[src/rtl/snake_pkg.sv]
// rtl/snake_pkg.sv - shared constants and types for the snake body server
package snake_pkg;

   localparam logic [1:0] CODE_NONE = 2'b00;
   localparam logic [1:0] CODE_HEAD = 2'b01;
   localparam logic [1:0] CODE_BODY = 2'b10;
   localparam logic [1:0] CODE_WALL = 2'b11;

   typedef enum logic [1:0] {
      DIR_UP    = 2'b00,
      DIR_DOWN  = 2'b01,
      DIR_LEFT  = 2'b10,
      DIR_RIGHT = 2'b11
   } dir_t;

   typedef enum logic [1:0] {
      ST_IDLE = 2'b00,
      ST_RUN  = 2'b01,
      ST_DEAD = 2'b10
   } state_t;

   localparam int CELL_SHIFT = 4;
   localparam int GRID_W     = 40;
   localparam int GRID_H     = 30;

   localparam logic [9:0] PIX_W = 10'd640;
   localparam logic [9:0] PIX_H = 10'd480;

   localparam logic [5:0] INIT_X = 6'd20;
   localparam logic [4:0] INIT_Y = 5'd15;

   // Initial body trails straight left of the head; inactive entries just continue the line.
   function automatic logic [5:0] init_x(input int idx);
      return INIT_X - 6'(idx);
   endfunction

   function automatic logic is_wall(input logic [5:0] cx, input logic [4:0] cy);
      return (cx == 6'd0) || (cx == 6'(GRID_W - 1)) || (cy == 5'd0) || (cy == 5'(GRID_H - 1));
   endfunction

endpackage

[src/rtl/snake_cell_match.sv]
// rtl/snake_cell_match.sv - parallel compare of one cell against all segments
module snake_cell_match
   import snake_pkg::*;
#(
   parameter int MAX_LEN = 16
) (
   input  logic [5:0]               cell_x,
   input  logic [4:0]               cell_y,
   input  logic [MAX_LEN-1:0][5:0]  seg_x,
   input  logic [MAX_LEN-1:0][4:0]  seg_y,
   input  logic [MAX_LEN-1:0]       active,
   output logic                     head_hit,
   output logic                     body_hit
);

   logic [MAX_LEN-1:0] hit;

   always_comb begin
      hit = '0;
      for (int i = 0; i < MAX_LEN; i++) begin
         hit[i] = active[i] && (seg_x[i] == cell_x) && (seg_y[i] == cell_y);
      end
   end

   assign head_hit = hit[0];
   assign body_hit = |hit[MAX_LEN-1:1];

endmodule

[src/rtl/snake_body_server.sv]
// rtl/snake_body_server.sv - snake segment store, mover and VGA pixel responder
module snake_body_server
   import snake_pkg::*;
#(
   parameter int MAX_LEN  = 16,
   parameter int INIT_LEN = 3
) (
   input  logic       clk,
   input  logic       rst,
   input  logic [9:0] x_pos,
   input  logic [9:0] y_pos,
   input  logic       move_tick,
   input  logic [1:0] dir,
   input  logic       grow,
   input  logic       start,
   output logic [1:0] snake,
   output logic [5:0] head_x,
   output logic [4:0] head_y,
   output logic [4:0] length,
   output logic       dead
);

   localparam logic [4:0] LEN_MAX  = 5'(MAX_LEN);
   localparam logic [4:0] LEN_INIT = 5'(INIT_LEN);

   state_t                   state;
   dir_t                     heading;
   dir_t                     acc_dir;
   logic                     pending_grow;
   logic [MAX_LEN-1:0][5:0]  seg_x;
   logic [MAX_LEN-1:0][4:0]  seg_y;

   logic [5:0]         qx, nx;
   logic [4:0]         qy, ny;
   logic               in_range;
   logic [MAX_LEN-1:0] pix_mask, col_mask;
   logic               pix_head, pix_body, col_head, col_body;
   logic               grow_eff, collide;
   logic [1:0]         pix_code;

   assign qx       = 6'(x_pos >> CELL_SHIFT);
   assign qy       = 5'(y_pos >> CELL_SHIFT);
   assign in_range = (x_pos < PIX_W) && (y_pos < PIX_H);

   // A reverse request differs from the heading only in bit 0.
   assign acc_dir  = (dir == (heading ^ 2'b01)) ? heading : dir_t'(dir);
   assign grow_eff = (pending_grow || grow) && (length < LEN_MAX);

   always_comb begin
      nx = seg_x[0];
      ny = seg_y[0];
      case (acc_dir)
         DIR_UP:    ny = seg_y[0] - 5'd1;
         DIR_DOWN:  ny = seg_y[0] + 5'd1;
         DIR_LEFT:  nx = seg_x[0] - 6'd1;
         DIR_RIGHT: nx = seg_x[0] + 6'd1;
         default:   nx = seg_x[0];
      endcase
   end

   // The tail cell only counts as an obstacle when it will not vacate this move.
   always_comb begin
      pix_mask = '0;
      col_mask = '0;
      for (int i = 0; i < MAX_LEN; i++) begin
         pix_mask[i] = (5'(i) < length);
         col_mask[i] = (i != 0) &&
                       ((5'(i) < length - 5'd1) || (grow_eff && (5'(i) == length - 5'd1)));
      end
   end

   snake_cell_match #(.MAX_LEN(MAX_LEN)) u_pix_match (
      .cell_x   (qx),
      .cell_y   (qy),
      .seg_x    (seg_x),
      .seg_y    (seg_y),
      .active   (pix_mask),
      .head_hit (pix_head),
      .body_hit (pix_body)
   );

   snake_cell_match #(.MAX_LEN(MAX_LEN)) u_col_match (
      .cell_x   (nx),
      .cell_y   (ny),
      .seg_x    (seg_x),
      .seg_y    (seg_y),
      .active   (col_mask),
      .head_hit (col_head),
      .body_hit (col_body)
   );

   assign collide = is_wall(nx, ny) || col_head || col_body;

   always_comb begin
      pix_code = CODE_NONE;
      if (!in_range)            pix_code = CODE_NONE;
      else if (is_wall(qx, qy)) pix_code = CODE_WALL;
      else if (pix_head)        pix_code = CODE_HEAD;
      else if (pix_body)        pix_code = CODE_BODY;
   end

   assign head_x = seg_x[0];
   assign head_y = seg_y[0];

   always_ff @(posedge clk or posedge rst) begin
      if (rst) begin
         state        <= ST_IDLE;
         heading      <= DIR_RIGHT;
         pending_grow <= 1'b0;
         length       <= LEN_INIT;
         dead         <= 1'b0;
         snake        <= CODE_NONE;
         for (int i = 0; i < MAX_LEN; i++) begin
            seg_x[i] <= init_x(i);
            seg_y[i] <= INIT_Y;
         end
      end else begin
         snake <= pix_code;
         if (start) begin
            state        <= ST_RUN;
            heading      <= DIR_RIGHT;
            pending_grow <= 1'b0;
            length       <= LEN_INIT;
            dead         <= 1'b0;
            for (int i = 0; i < MAX_LEN; i++) begin
               seg_x[i] <= init_x(i);
               seg_y[i] <= INIT_Y;
            end
         end else begin
            if (grow) pending_grow <= 1'b1;
            if (state == ST_RUN && move_tick) begin
               heading <= acc_dir;
               if (collide) begin
                  state <= ST_DEAD;
                  dead  <= 1'b1;
               end else begin
                  for (int i = 1; i < MAX_LEN; i++) begin
                     seg_x[i] <= seg_x[i-1];
                     seg_y[i] <= seg_y[i-1];
                  end
                  seg_x[0] <= nx;
                  seg_y[0] <= ny;
                  if (pending_grow || grow) begin
                     pending_grow <= 1'b0;
                     if (length < LEN_MAX) length <= length + 5'd1;
                  end
               end
            end
         end
      end
   end

endmodule

[config.mk]
export PLATFORM = sky130hd
export DESIGN_NAME = snake_body_server
export DESIGN_NICKNAME = d
export VERILOG_FILES = /design/src/rtl/snake_pkg.sv /design/src/rtl/snake_cell_match.sv /design/src/rtl/snake_body_server.sv
export SDC_FILE = /design/constraint.sdc
export NUM_CORES = 1
export LEC_CHECK = 0
export ABC_AREA = 1
export CAP_MARGIN = 20
export CELL_PAD_IN_SITES_DETAIL_PLACEMENT = 1
export CELL_PAD_IN_SITES_GLOBAL_PLACEMENT = 1
export CORE_MARGIN = 2
export CORE_UTILIZATION = 41
export CTS_CLUSTER_SIZE = 28
export DETAILED_ROUTE_END_ITERATION = 16
export GPL_ROUTABILITY_DRIVEN = 1
export PLACE_DENSITY_LB_ADDON = 0.1
export SLEW_MARGIN = 10
export SYNTH_ARGS = -nofsm -noshare
export SYNTH_HDL_FRONTEND = slang
export SYNTH_SLANG_ARGS = --single-unit
[constraint.sdc]
create_clock -name clk -period 6.05 [get_ports clk]
set_clock_uncertainty 0.15 [all_clocks]
set_input_delay 0.9075 -clock clk [delete_from_list [all_inputs] [get_ports clk]]
set_output_delay 0.9075 -clock clk [all_outputs]
set_load 0.02 [all_outputs]
==> results.py <==
metrics = {
    "clock_tree": {
        "cts.repair.resized": 0,
        "insertion_delay_ns": 0.48,
        "ctsLongestPathBuffers": 2,
        "ctsHoldBuffers": 0,
        "cts_setup_buffers": 0,
        "cts_tree": "done",
        "clock_sinks": 188,
        "htree_levels": 4,
        "path_clk_slew_ns": 0.08,
        "root_buffer": "clkbuf_16",
        "cts-buffers-inserted": 17,
    },
    "worst_setup_path": {
        "start_kind": "input pin",
        "slowest_delay_ns": 0.54,
        "worst_path_max_delay_cell": "clkdlybuf4s50_1",
        "critPathMaxFanout": 23,
        "critical_path_class": "input pin to register",
        "crit_top_cell": "nand2_1",
        "worst-endpoint-required_ns": 6.31,
        "arrival_ns": 5.73,
        "endpoint_kind": "register",
    },
    "drt": {
        "routed_via_density": 5.74,
        "routedWlPerCell_um": 23.5,
        "vias": 16200,
        "drt_iter0_drc": 1239,
        "ant_nets": 0,
        "drc": 0,
        "wl_um": 66500,
        "dr.pass1.iters": 5,
    },
    "placement": {
        "dpl_worst_slack_ns": 0.172,
        "place_area_um2": 15800,
        "dpl.hpwl_um": 48100,
        "place.gp.congestion": 0.952,
        "portBuffers": 37,
        "dp_cells": 2796,
    },
    "floorplanning": {
        "initial_core_util": 0.413,
        "die_area_um2": 38200,
        "dieWidth_um": 195,
        "placementRows": 70,
        "die_h_um": 195,
        "io_pins": 46,
        "core_um2": 36300,
    },
    "layout": {
        "instances_no_fill": 2829,
        "n_fill_cell": 4842,
        "design_area_um2": 16400,
        "multi_input_area_um2": 8610,
        "fin_util": 0.451,
        "register_area_um2": 4840,
        "area_growth_pct": 9.23,
        "layout-drive-gt1-share": 0.0941,
        "fin_nets": 2390,
    },
    "synthesis": {
        "ys_seq_area_frac": 0.322,
        "netlist_area_um2": 15000,
        "synth_top_area_share": 0.233,
        "synth_seq_cells": 188,
        "syn_inst": 2372,
        "yosys.cell_types.count": 47,
        "yosys.area.top_type": "nand2_1",
        "yosysWarnings": 0,
        "synth-main-ff-cell": "dfstp_2",
        "postSynthAreaPerCell_um2": 6.33,
        "synth_edf_count": 0,
        "syn-num-nets": 2415,
        "ys_async_sr_fraction": 1.00,
        "synth_area_leaders": "nand2_1 (23%), dfstp_2 (18%), dfrtp_1 (14%), nand3_1 (8.4%), inv_1 (5.8%)",
    },
    "sta": {
        "rsz0062_at_grt": "no",
        "post-route-min-period_ns": 5.48,
        "setup_viol": 0,
        "finalCritPeriodShare": 0.905,
        "finalWorstSetupSlack_ns": 0.575,
        "report.final.slew_viol_count": 0,
        "finalHoldViolCount": 0,
        "tightest_slew_ns": 1.16,
        "fin_setup_tns_ns": 0,
        "max_freq_mhz": 183,
        "slew_headroom": 0.224,
    },
    "global_routing": {
        "grt_overflow_total": 0,
        "grt_pass1_wl_um": 102000,
        "grt_pass1_vias": 16300,
        "antenna_found_initial": 1,
        "grt_max_degree": 112,
        "track_usage": 0.357,
    },
    "job": {
        "drv_cap": 0,
    },
    "power": {
        "leakagePower_nw": 8.41,
        "ir_drop_uv": 256,
        "power_density_nw_per_um2": 532,
    },
    "outcome": {
        "outcome": "complete, no violations",
    },
    "worst_hold_path": {
        "hp-class": "register to register",
    },
}
[sequential cells by signal, summed over array words and instances, names as in the netlist]
signal and count:
snake 2, head_y 5, dead 1, head_x 6, length 5, state 1
seg_x 90, pending_grow 1, seg_y 75, heading 2
[final timing paths]
check                            endpoint  cells past startpoint  startpoint  slack [ns]
worst min-delay path            seg_y[78]                      2   seg_y[78]        0.33
min in group asynchronous       seg_x[84]                      2         rst        0.85
worst min register to register  seg_y[78]                      2   seg_y[78]        0.33
worst max register to register  seg_x[60]                     24  heading[1]        1.05
max in group asynchronous       seg_y[33]                      3         rst        3.70
worst max-delay path            seg_x[60]                     25      dir[1]        0.57
[layer usage]
| layer | vias to the layer above | GRT usage | wire length, um |
|---|---|---|---|
| li1 | 7435 | - | - |
| met5 | - | 0 | 0 |
| met3 | 132 | 0.0432 | 3440 |
| met2 | 526 | 0.570 | 30600 |
| met1 | 8155 | 0.474 | 29000 |
| met4 | 0 | 0.189 | 3550 |
[cell families (layout without fill, tap and decap cells)]
family	count (synthesis)	in the layout	share of synthesized area
buffers and inverters	379	367	0.105
DFF	188	188	0.322
and+or+nand+nor	1444	1444	0.402
xor gates and xnor gates	137	137	0.0799
adders and majority gates	16	16	0.0143
AOI/OAI and AO/OA	208	208	0.0766
other	0	1	0
[metrics by stage]
step / total power, mW / hold WS (ns)
2_1_floorplan: 5.66 / 0.293
3_3_place_gp: 7.23 / 0.304
3_5_place_dp: 7.40 / 0.314
4_1_cts: 8.66 / 0.328
5_1_grt: 9.38 / 0.352
6_report: 8.73 / 0.331
[cell type report]
| cell class | count | share of cell area |
|---|---|---|
| diodes | 1 | 0.000153 |
| multi-input cells | 1805 | 0.525 |
| clock inverters | 14 | 0.00961 |
| clock buffers | 18 | 0.0268 |
| well taps | 468 | 0.0357 |
| repair buffers | 91 | 0.0514 |
| flip-flops and latches | 188 | 0.295 |
| inverters | 244 | 0.0565 |
[critical path, delay by kind of cell]
family	cells	cell delay, ns
adder cells (fa/ha/maj)	1	0.35
buffers and inverters	4	1.22
AND/OR/NAND/NOR	19	2.94
AO/OA/AOI/OAI	1	0.27
[where the power goes]
group | leakage (nW) | internal (mW) | switching [mW]
clock | 0.290 | 0.629 | 0.586
sequential | 2.24 | 1.90 | 0.768
combinational | 5.88 | 1.54 | 3.31
[Yosys cell counts, drive strengths merged (7+ instances only)]
cell	instances
or2	7
clkbuf	51
nand2	939
nor2	151
xnor2	63
nor4	11
o21ai	143
nand3	253
nor3	14
ha	14
o2111ai	7
xor2	74
inv	241
dfstp	105
dfrtp	83
nand3b	11
o22ai	9
nand4	55
buf	84
a21oi	26
[layout by cell type, fill, tap and decap left out, drive strengths merged, types with 2 or more instances in the layout]
cell type and n:
fa 2, nor2 151, dfrtp 83, a21oi 26, clkinv 8, buf 56
xor2 74, nand4 55, o31ai 2, a211oi 2, bufinv 2, dfstp 105
a221oi 4, clkdlybuf4s50 35, nor3 14, inv 246, nand3 253, xnor2 63
o2111ai 7, nand2 939, o22ai 9, o211ai 3, nor4 11, clkinvlp 2
or2 7, ha 14, nand3b 11, o21ai 143, o41ai 5, a31oi 3
clkbuf 18
(Power assumes the default switching activity.)
